**config.mk**
```make
export PLATFORM = sky130hd
export DESIGN_NAME = ss_rr_arbiter
export DESIGN_NICKNAME = d
export VERILOG_FILES = /design/src/rtl/ss_rr_arbiter.sv
export SDC_FILE = /design/constraint.sdc
export NUM_CORES = 1
export LEC_CHECK = 0
export CAP_MARGIN = 20
export CORE_AREA = 2 2 151 153
export DETAILED_ROUTE_END_ITERATION = 8
export DIE_AREA = 0 0 153 155
export PLACE_DENSITY = 0.73
export RECOVER_POWER = 25
export SYNTH_ARGS = -nofsm -noshare
export SYNTH_HDL_FRONTEND = slang
export SYNTH_SLANG_ARGS = --single-unit
```
**constraint.sdc**
```tcl
create_clock -name clk -period 4.3 [get_ports clk]
set_input_delay 0.43 -clock clk [delete_from_list [all_inputs] [get_ports clk]]
set_output_delay 0.43 -clock clk [all_outputs]
set_load 0.03 [all_outputs]
```
**src/rtl/ss_rr_arbiter.sv**
```systemverilog
// ss_rr_arbiter: packet-granular round-robin N:1 stream arbiter with a registered output stage
module ss_rr_arbiter #(
   parameter int NUM_IN = 4,
   parameter int NUM_BYTES = 8,
   parameter int USER_BITS = 2,
   parameter int ID_W = (NUM_IN > 1) ? $clog2(NUM_IN) : 1
) (
   input  logic                           clk,
   input  logic                           rst,
   input  logic [NUM_IN-1:0]              s_valid,
   output logic [NUM_IN-1:0]              s_ready,
   input  logic [NUM_IN*8*NUM_BYTES-1:0]  s_data,
   input  logic [NUM_IN*NUM_BYTES-1:0]    s_keep,
   input  logic [NUM_IN-1:0]              s_last,
   input  logic [NUM_IN*USER_BITS-1:0]    s_user,
   output logic                           m_valid,
   input  logic                           m_ready,
   output logic [8*NUM_BYTES-1:0]         m_data,
   output logic [NUM_BYTES-1:0]           m_keep,
   output logic                           m_last,
   output logic [USER_BITS-1:0]           m_user,
   output logic [ID_W-1:0]                m_id
);
   localparam int DW = 8 * NUM_BYTES;
   typedef enum logic {IDLE, LOCKED} state_t;
   state_t state_q, state_d;
   logic [ID_W-1:0] ptr_q, ptr_d, lock_q, lock_d, sel, sel_inc;
   logic [ID_W:0] idx;
   logic found, elig, load, accept;
   logic m_valid_q, m_valid_d, m_last_q, m_last_d;
   logic [DW-1:0] m_data_q, m_data_d;
   logic [NUM_BYTES-1:0] m_keep_q, m_keep_d;
   logic [USER_BITS-1:0] m_user_q, m_user_d;
   logic [ID_W-1:0] m_id_q, m_id_d;
   // Grant the locked input mid-packet, otherwise the first valid input at or after ptr
   always_comb begin
      found = 1'b0;
      sel = (state_q == LOCKED) ? lock_q : ptr_q;
      idx = '0;
      for (int k = 0; k < NUM_IN; k++) begin
         idx = {1'b0, ptr_q} + (ID_W+1)'(k);
         if (idx >= (ID_W+1)'(NUM_IN)) idx = idx - (ID_W+1)'(NUM_IN);
         if (state_q == IDLE && !found && s_valid[idx[ID_W-1:0]]) begin
            found = 1'b1;
            sel = idx[ID_W-1:0];
         end
      end
   end
   assign elig = (state_q == LOCKED) || found;
   assign load = !m_valid_q || m_ready;
   assign accept = elig && load && s_valid[sel];
   assign s_ready = (!rst && elig && load) ? (NUM_IN'(1) << sel) : '0;
   assign sel_inc = (sel == ID_W'(NUM_IN - 1)) ? '0 : sel + 1'b1;
   // Load the output slot from the granted input and advance lock/pointer at packet ends
   always_comb begin
      m_valid_d = m_valid_q;
      m_data_d = m_data_q;
      m_keep_d = m_keep_q;
      m_last_d = m_last_q;
      m_user_d = m_user_q;
      m_id_d = m_id_q;
      state_d = state_q;
      ptr_d = ptr_q;
      lock_d = lock_q;
      if (accept) begin
         m_valid_d = 1'b1;
         m_last_d = s_last[sel];
         m_id_d = sel;
         for (int i = 0; i < NUM_IN; i++) begin
            if (sel == ID_W'(i)) begin
               m_data_d = s_data[i*DW +: DW];
               m_keep_d = s_keep[i*NUM_BYTES +: NUM_BYTES];
               m_user_d = s_user[i*USER_BITS +: USER_BITS];
            end
         end
         if (s_last[sel]) begin
            state_d = IDLE;
            ptr_d = sel_inc;
         end else begin
            state_d = LOCKED;
            lock_d = sel;
         end
      end else if (m_ready) begin
         m_valid_d = 1'b0;
      end
   end
   // State and output registers; reset discards any partial packet
   always_ff @(posedge clk or posedge rst) begin
      if (rst) begin
         state_q <= IDLE;
         ptr_q <= '0;
         lock_q <= '0;
         m_valid_q <= 1'b0;
         m_data_q <= '0;
         m_keep_q <= '0;
         m_last_q <= 1'b0;
         m_user_q <= '0;
         m_id_q <= '0;
      end else begin
         state_q <= state_d;
         ptr_q <= ptr_d;
         lock_q <= lock_d;
         m_valid_q <= m_valid_d;
         m_data_q <= m_data_d;
         m_keep_q <= m_keep_d;
         m_last_q <= m_last_d;
         m_user_q <= m_user_d;
         m_id_q <= m_id_d;
      end
   end
   assign m_valid = m_valid_q;
   assign m_data = m_data_q;
   assign m_keep = m_keep_q;
   assign m_last = m_last_q;
   assign m_user = m_user_q;
   assign m_id = m_id_q;
endmodule

```
==> reports/metrics.cfg, run 1 <==
[outcome]
outcome=finished, violations left
failed_checks=capacitance limit, slew limit

[power_and_ir_drop]
p_int_mw=4.74
power_frac_clock=0.086
leakage_nw=4.04
power_density_nw_per_um2=858
finalPower_mw=8.97
p_seq_frac=0.163
switching_share=0.472
peakVddDrop_v=0.000502
p_switching_mw=4.23
p_comb_frac=0.752

[routing]
first_pass_iters=4
vias=6185
vias_per_cell=4.69
ant_nets=0
drc=0
detail_route.iter0.violations=268
wl_per_cell_um=16.7
routed_wl_um=22100

[setup_path]
r2r-end=m_data[28]$_DFFE_PP0P_
crit_path_start=s_valid[0]
cpMostUsedCell=clkdlybuf4s50_1
rrSetupSlack_ns=0.84
path_depth=9
worstReg2RegStart=state_q$_DFFE_PP0P_
cp_data_arrival_time_ns=3.52
startpoint_type=primary input
reg2reg_depth=12
slowest_delay_ns=0.60
crit_family=simple AND/OR/NAND/NOR gates
path_class=in2out
crit_path_end_kind=output port
path_max_fanout=13
cpMaxStageDelayCell=clkdlybuf4s50_1
crit_chain=clkdlybuf4s50_1, or4_4, or2_1, a21oi_2, or3_1, inv_6, ha_1, and3_1, clkdlybuf4s50_1
cp.required_ns=3.87
worstSetupEndpoint=s_ready[0]
worst-path-buf-inv=3

[cts]
clkSinkCount=83
insertion_delay_ns=0.34
clk_pin_slew_ns=0.06
post_cts_buffers=0
hold_buffers=0
htreeDepth=3
root_buffer=clkbuf_16
clock_path_buffers=2
cts_buffers=9
cts_tree=done
cts-resized-gates=0

[place]
place_ws_ns=0.266
placed_area_um2=10200
dp_cells=1305
numPortBuffers=388
dp_hpwl_um=17200
place.gp.congestion=0.835

[logic_synthesis]
ys_types=56
synth_area_leader_cell=dfrtp_1
synthFlopType=dfrtp_1
post_synth.cell_area_avg_um2=8.88
synth_edf_count=0
synth_area_um2=6000
ys_seq_area_frac=0.346
syn_inst=676
yosys_warnings=0
synth_area_leaders=dfrtp_1 (35%), mux2i_1 (13%), mux2_1 (9.4%)
synth-seq-cells=83
synthArstFlopShare=1.00
synth_top_area_share=0.346
synth_nets=987

[sta]
setup_viol=0
finalCriticalPeriod_ns=3.95
fin_setup_tns_ns=0
worst_pin_slew_ns=2.23
min_period_over_period=0.918
slew_violations=41
slew_headroom=-0.484
hold_viol=0
clock-skew-final_ns=0.0134
setup_ws_ns=0.351
whs_ns=0.484
rsz0062_at_grt=no
fmax_ghz=0.253

[floorplan]
die_area_um2=23700
ioPinCount=389
die_w_um=153
die_h_um=155
row_count=55
initial_core_util=0.270
core_area_um2=22200

[global_route]
grt_use_total=0.179
grt_pass1_vias=6352
grt_max_degree=83
grt_pass1_wl_um=33800
overflow=0
antenna_found_initial=0

[final_layout]
diodes=0
fin_util=0.471
fin_area_um2=10500
layout-drive-gt1-share=0.0763
final_common_cell=clkdlybuf4s50_1
final_cell_mix=clkdlybuf4s50_1 (385), dfrtp_1 (83), nor2_1 (80)
area_growth_pct=74.3
nets=1342
layout.cells.non_filler=1320

[hold_path]
hold_path_class=reg2reg

[flow_run]
maxCapViolCount=1

==> sequential cells by signal, summed over array words and instances (netlist names) <==
| signal | cells |
|---|---|
| lock_q | 2 |
| m_data | 64 |
| m_id | 2 |
| m_keep | 8 |
| m_last | 1 |
| m_user | 2 |
| m_valid | 1 |
| ptr_q | 2 |
| state_q | 1 |
==> how the worst min path moves through the flow <==
stage                            from  depth (start not counted)                     end  slack (ns)
2_1_floorplan   lock_q[0]$_DFFE_PP0P_                          1   lock_q[0]$_DFFE_PP0P_        0.46
3_3_place_gp   m_data[23]$_DFFE_PP0P_                          1  m_data[23]$_DFFE_PP0P_        0.47
3_5_place_dp       m_last$_DFFE_PP0P_                          1      m_last$_DFFE_PP0P_        0.47
4_1_cts            m_last$_DFFE_PP0P_                          1      m_last$_DFFE_PP0P_        0.49
5_1_grt            m_last$_DFFE_PP0P_                          1      m_last$_DFFE_PP0P_        0.50
6_report       m_data[52]$_DFFE_PP0P_                          1  m_data[52]$_DFFE_PP0P_        0.48
==> cell families after synthesis <==
family / share of synthesized area
simple gates: 0.131
mux: 0.286
compound gates: 0.172
buf+inv: 0.0571
fa+ha+maj: 0.00834
flops: 0.346
==> power groups by stage <==
| stage | clock, mW | sequential, mW | combinational, mW |
|---|---|---|---|
| 2_1_floorplan | 0 | 2.16 | 4.00 |
| 3_3_place_gp | 0 | 1.46 | 6.69 |
| 3_5_place_dp | 0 | 1.47 | 6.83 |
| 4_1_cts | 0.806 | 1.46 | 6.84 |
| 5_1_grt | 0.837 | 1.51 | 7.41 |
| 6_report | 0.769 | 1.46 | 6.74 |
==> cell type report <==
class,instances,area (um^2)
clock buffers,10,229
clock inverters,5,55.1
fillers,2159,11800
inverters,6,28.8
multi-input cells,528,3620
flip-flops and latches,83,2080
well taps,285,357
repair buffers,403,4090
==> synthesized netlist by cell type, drive strengths merged, types with 2 or more instances <==
cell	number
nor3b	2
nand2	79
or4	2
a32o	2
buf	19
and3	4
a21o	3
nor2	80
mux2i	78
nand2b	5
nor4	2
o21bai	2
a21boi	3
mux2	80
o21ai	78
clkbuf	40
dfrtp	83
a21oi	80
ha	4
inv	6
==> layer usage <==
layer,vias to the layer above,share of wire,global-route usage
li1,3087,-,-
met1,2825,0.41,0.206
met2,240,0.49,0.315
met3,33,0.074,0.0577
met4,0,0.028,0.0617
met5,-,0,0
Power figures use the tool's default switching activity.
==> inputs of run 2 (changes only) <==
Settings changed: ABC_AREA from default to 1, CORE_AREA 2 2 151 153 to 2 2 149 151, DIE_AREA 0 0 153 155 to 0 0 151 153, PLACE_DENSITY 0.73 to 0.74, SLEW_MARGIN from default to 40.
==> run 2 against run 1 <==
The flow still finishes with violations (capacitance limit, slew limit). Sequential cell count unchanged. Critical endpoint is now s_ready[2]. Combinational power rose by 22%. Sequential power is 4% higher. Non-clock buffer count shrank 6. Die area is 2.6% lower. Synthesized cell count up 41%. First-iteration DRC count up 12%. Global-route usage is 2.0 points higher. Final cell count grew 20%. Clock power rose by 11%. Sequential share of layout area up 0.47 points.
==> reports/metrics.cfg, run 2 <==
[outcome]
outcome=finished, violations left
failed_checks=capacitance limit, slew limit

[sta]
slew_violations=46
setup_viol=0
rsz0062_at_grt=no
slew_headroom=-0.730
fin_setup_tns_ns=0
clock-skew-final_ns=0.00617
whs_ns=0.465
hold_viol=0
fmax_ghz=0.261
finalCriticalPeriod_ns=3.83
min_period_over_period=0.892
worst_pin_slew_ns=2.59

[hold_path]
whs_endpoint=m_data[25]$_DFFE_PP0P_
min_path_cells=2
hp-start=m_data[25]$_DFFE_PP0P_
hold_path_class=reg2reg

[power_and_ir_drop]
leakage_nw=4.62
peakVddDrop_v=0.000803
power_density_nw_per_um2=1030

[floorplan]
core_area_um2=21500
ioPinCount=389
row_count=54
die_h_um=153
initial_core_util=0.272
die_area_um2=23100
die_w_um=151

[logic_synthesis]
synth_top_family_by_area=simple AND/OR/NAND/NOR gates
synth_edf_count=0
synth_compound_area_frac=0.138
synthFlopType=dfrtp_1
post_synth.cell_area_avg_um2=6.12
synth-seq-cells=83
synth_top_area_share=0.356
yosys_warnings=0
yosys.area_share.simple=0.428
synth_area_leader_cell=dfrtp_1
ys_seq_area_frac=0.356
synth-xor-area-share=0
synthArstFlopShare=1.00
synth_nets=1266
ys_top_cells_by_count=nand2_1 (512), o21ai_0 (154), nand3_1 (92)
ys_types=26
synth_area_um2=5840
synth_fa_ha_area_frac=0.00857
yosysMostFrequentCell=nand2_1
synth_area_leaders=dfrtp_1 (36%), nand2_1 (33%), o21ai_0 (13%)
syn_inst=955
synth_mux_area_frac=0

[cts]
clkSinkCount=83
htreeDepth=3
clock_path_buffers=2
hold_buffers=0
cts-resized-gates=0
root_buffer=clkbuf_16
clk_pin_slew_ns=0.06
cts_buffers=9
post_cts_buffers=0
cts_tree=done
insertion_delay_ns=0.34

[routing]
routed_wl_um=23900
first_pass_iters=4
wl_per_cell_um=15.1
drc=0
ant_nets=0
detail_route.iter0.violations=300
vias=7312
vias_per_cell=4.62

[setup_path]
path_class=reg2out
rrSetupSlack_ns=0.82
slowest_delay_ns=0.72
crit_path_end_kind=output port
r2r-end=m_data[60]$_DFFE_PP0P_
cpMostUsedCell=nand2_1
cp.required_ns=3.87
startpoint_type=flop
worstReg2RegStart=ptr_q[0]$_DFFE_PP0P_
crit_chain=inv_4, nand2_1, nand3_1, nand2_1, nand2_1, nor2_4, nand2_1, nand2_1, inv_1, nand2_1, nand2_2, inv_1, ha_1, inv_4, nor2_1, clkdlybuf4s50_1
reg2reg_depth=18
cp_data_arrival_time_ns=3.40
path_max_fanout=16
cpMaxStageDelayCell=dfrtp_1

[global_route]
overflow=0
use_met2=0.344
grt_pass1_vias=7005
met1_usage=0.231
use_met3=0.0504
grt_max_degree=149
grt_pass1_wl_um=36300
antenna_found_initial=2
grt_use_total=0.199
grt.busiest_layer=met2

[place]
placed_area_um2=9900
place.gp.congestion=0.891
numPortBuffers=388
dp_hpwl_um=17600

[final_layout]
fin_area_um2=10200
area_growth_pct=74.9
fin_util=0.476
final_cell_mix=nand2_1 (512), clkdlybuf4s50_1 (368), o21ai_0 (154)
fillers=2229
nets=1607
largest_reg_flops=64
layout-drive-gt1-share=0.0323
final_common_cell=nand2_1
diodes=0

[flow_run]
maxCapViolCount=1

## run 2: area by class of cell
| type | count | area [um^2] | share of cell area |
|---|---|---|---|
| repair buffers | 397 | 4010 | 0.392 |
| clock buffers | 12 | 246 | 0.0241 |
| well taps | 280 | 350 | 0.0343 |
| multi-input cells | 784 | 3380 | 0.331 |
| inverters | 21 | 85.1 | 0.00833 |
| flip-flops and latches | 83 | 2080 | 0.203 |
| clock inverters | 4 | 73.8 | 0.00722 |
## run 2: power by group
group | internal, mW | total (mW) | switching (mW)
logic | 2.84 | 8.20 | 5.36
registers | 1.27 | 1.52 | 0.249
clock network | 0.526 | 0.851 | 0.325
## run 2: metrics by stage
step                setup slack [ns]  instances  total power [mW]
floorplan                      0.872        955              7.33
global placement               0.775       1565              9.74
detailed placement             0.713       1565              9.89
CTS                            0.467       1581              10.8
global route                   0.192       1581              11.7
finish                         0.466       1581              10.6
## run 2: worst max-delay path: cells and delay by family (launching register included)
| kind | cells | cell delay, ns |
|---|---|---|
| buffers and inverters | 5 | 1.11 |
| and+or+nand+nor | 10 | 0.99 |
| DFF | 1 | 0.72 |
| adders and majority gates | 1 | 0.24 |
## run 2: kinds of logic after synthesis
| group | count (synthesis) |
|---|---|
| AND/OR/NAND/NOR | 621 |
| AO/OA/AOI/OAI | 159 |
| buffers and inverters | 88 |
| flip-flops | 83 |
| adder cells (fa/ha/maj) | 4 |
## run 2: per-layer routing
layer | wire length [um] | vias up
li1 | - | 3733
met1 | 9720 | 3243
met3 | 1900 | 51
met4 | 926 | 4
met5 | 29 | -
met2 | 11300 | 281
## run 2: worst max-delay path by stage
stage	start	to	slack [ns]	cells past startpoint
after floorplan	rst	s_ready[0]	0.87	3
after global placement	s_valid[1]	s_ready[2]	0.78	18
after detailed placement	s_valid[1]	m_data[60]$_DFFE_PP0P_	0.71	17
after CTS	ptr_q[0]$_DFFE_PP0P_	s_ready[2]	0.47	16
after global routing	ptr_q[0]$_DFFE_PP0P_	s_ready[2]	0.19	14
final	ptr_q[0]$_DFFE_PP0P_	s_ready[2]	0.47	16
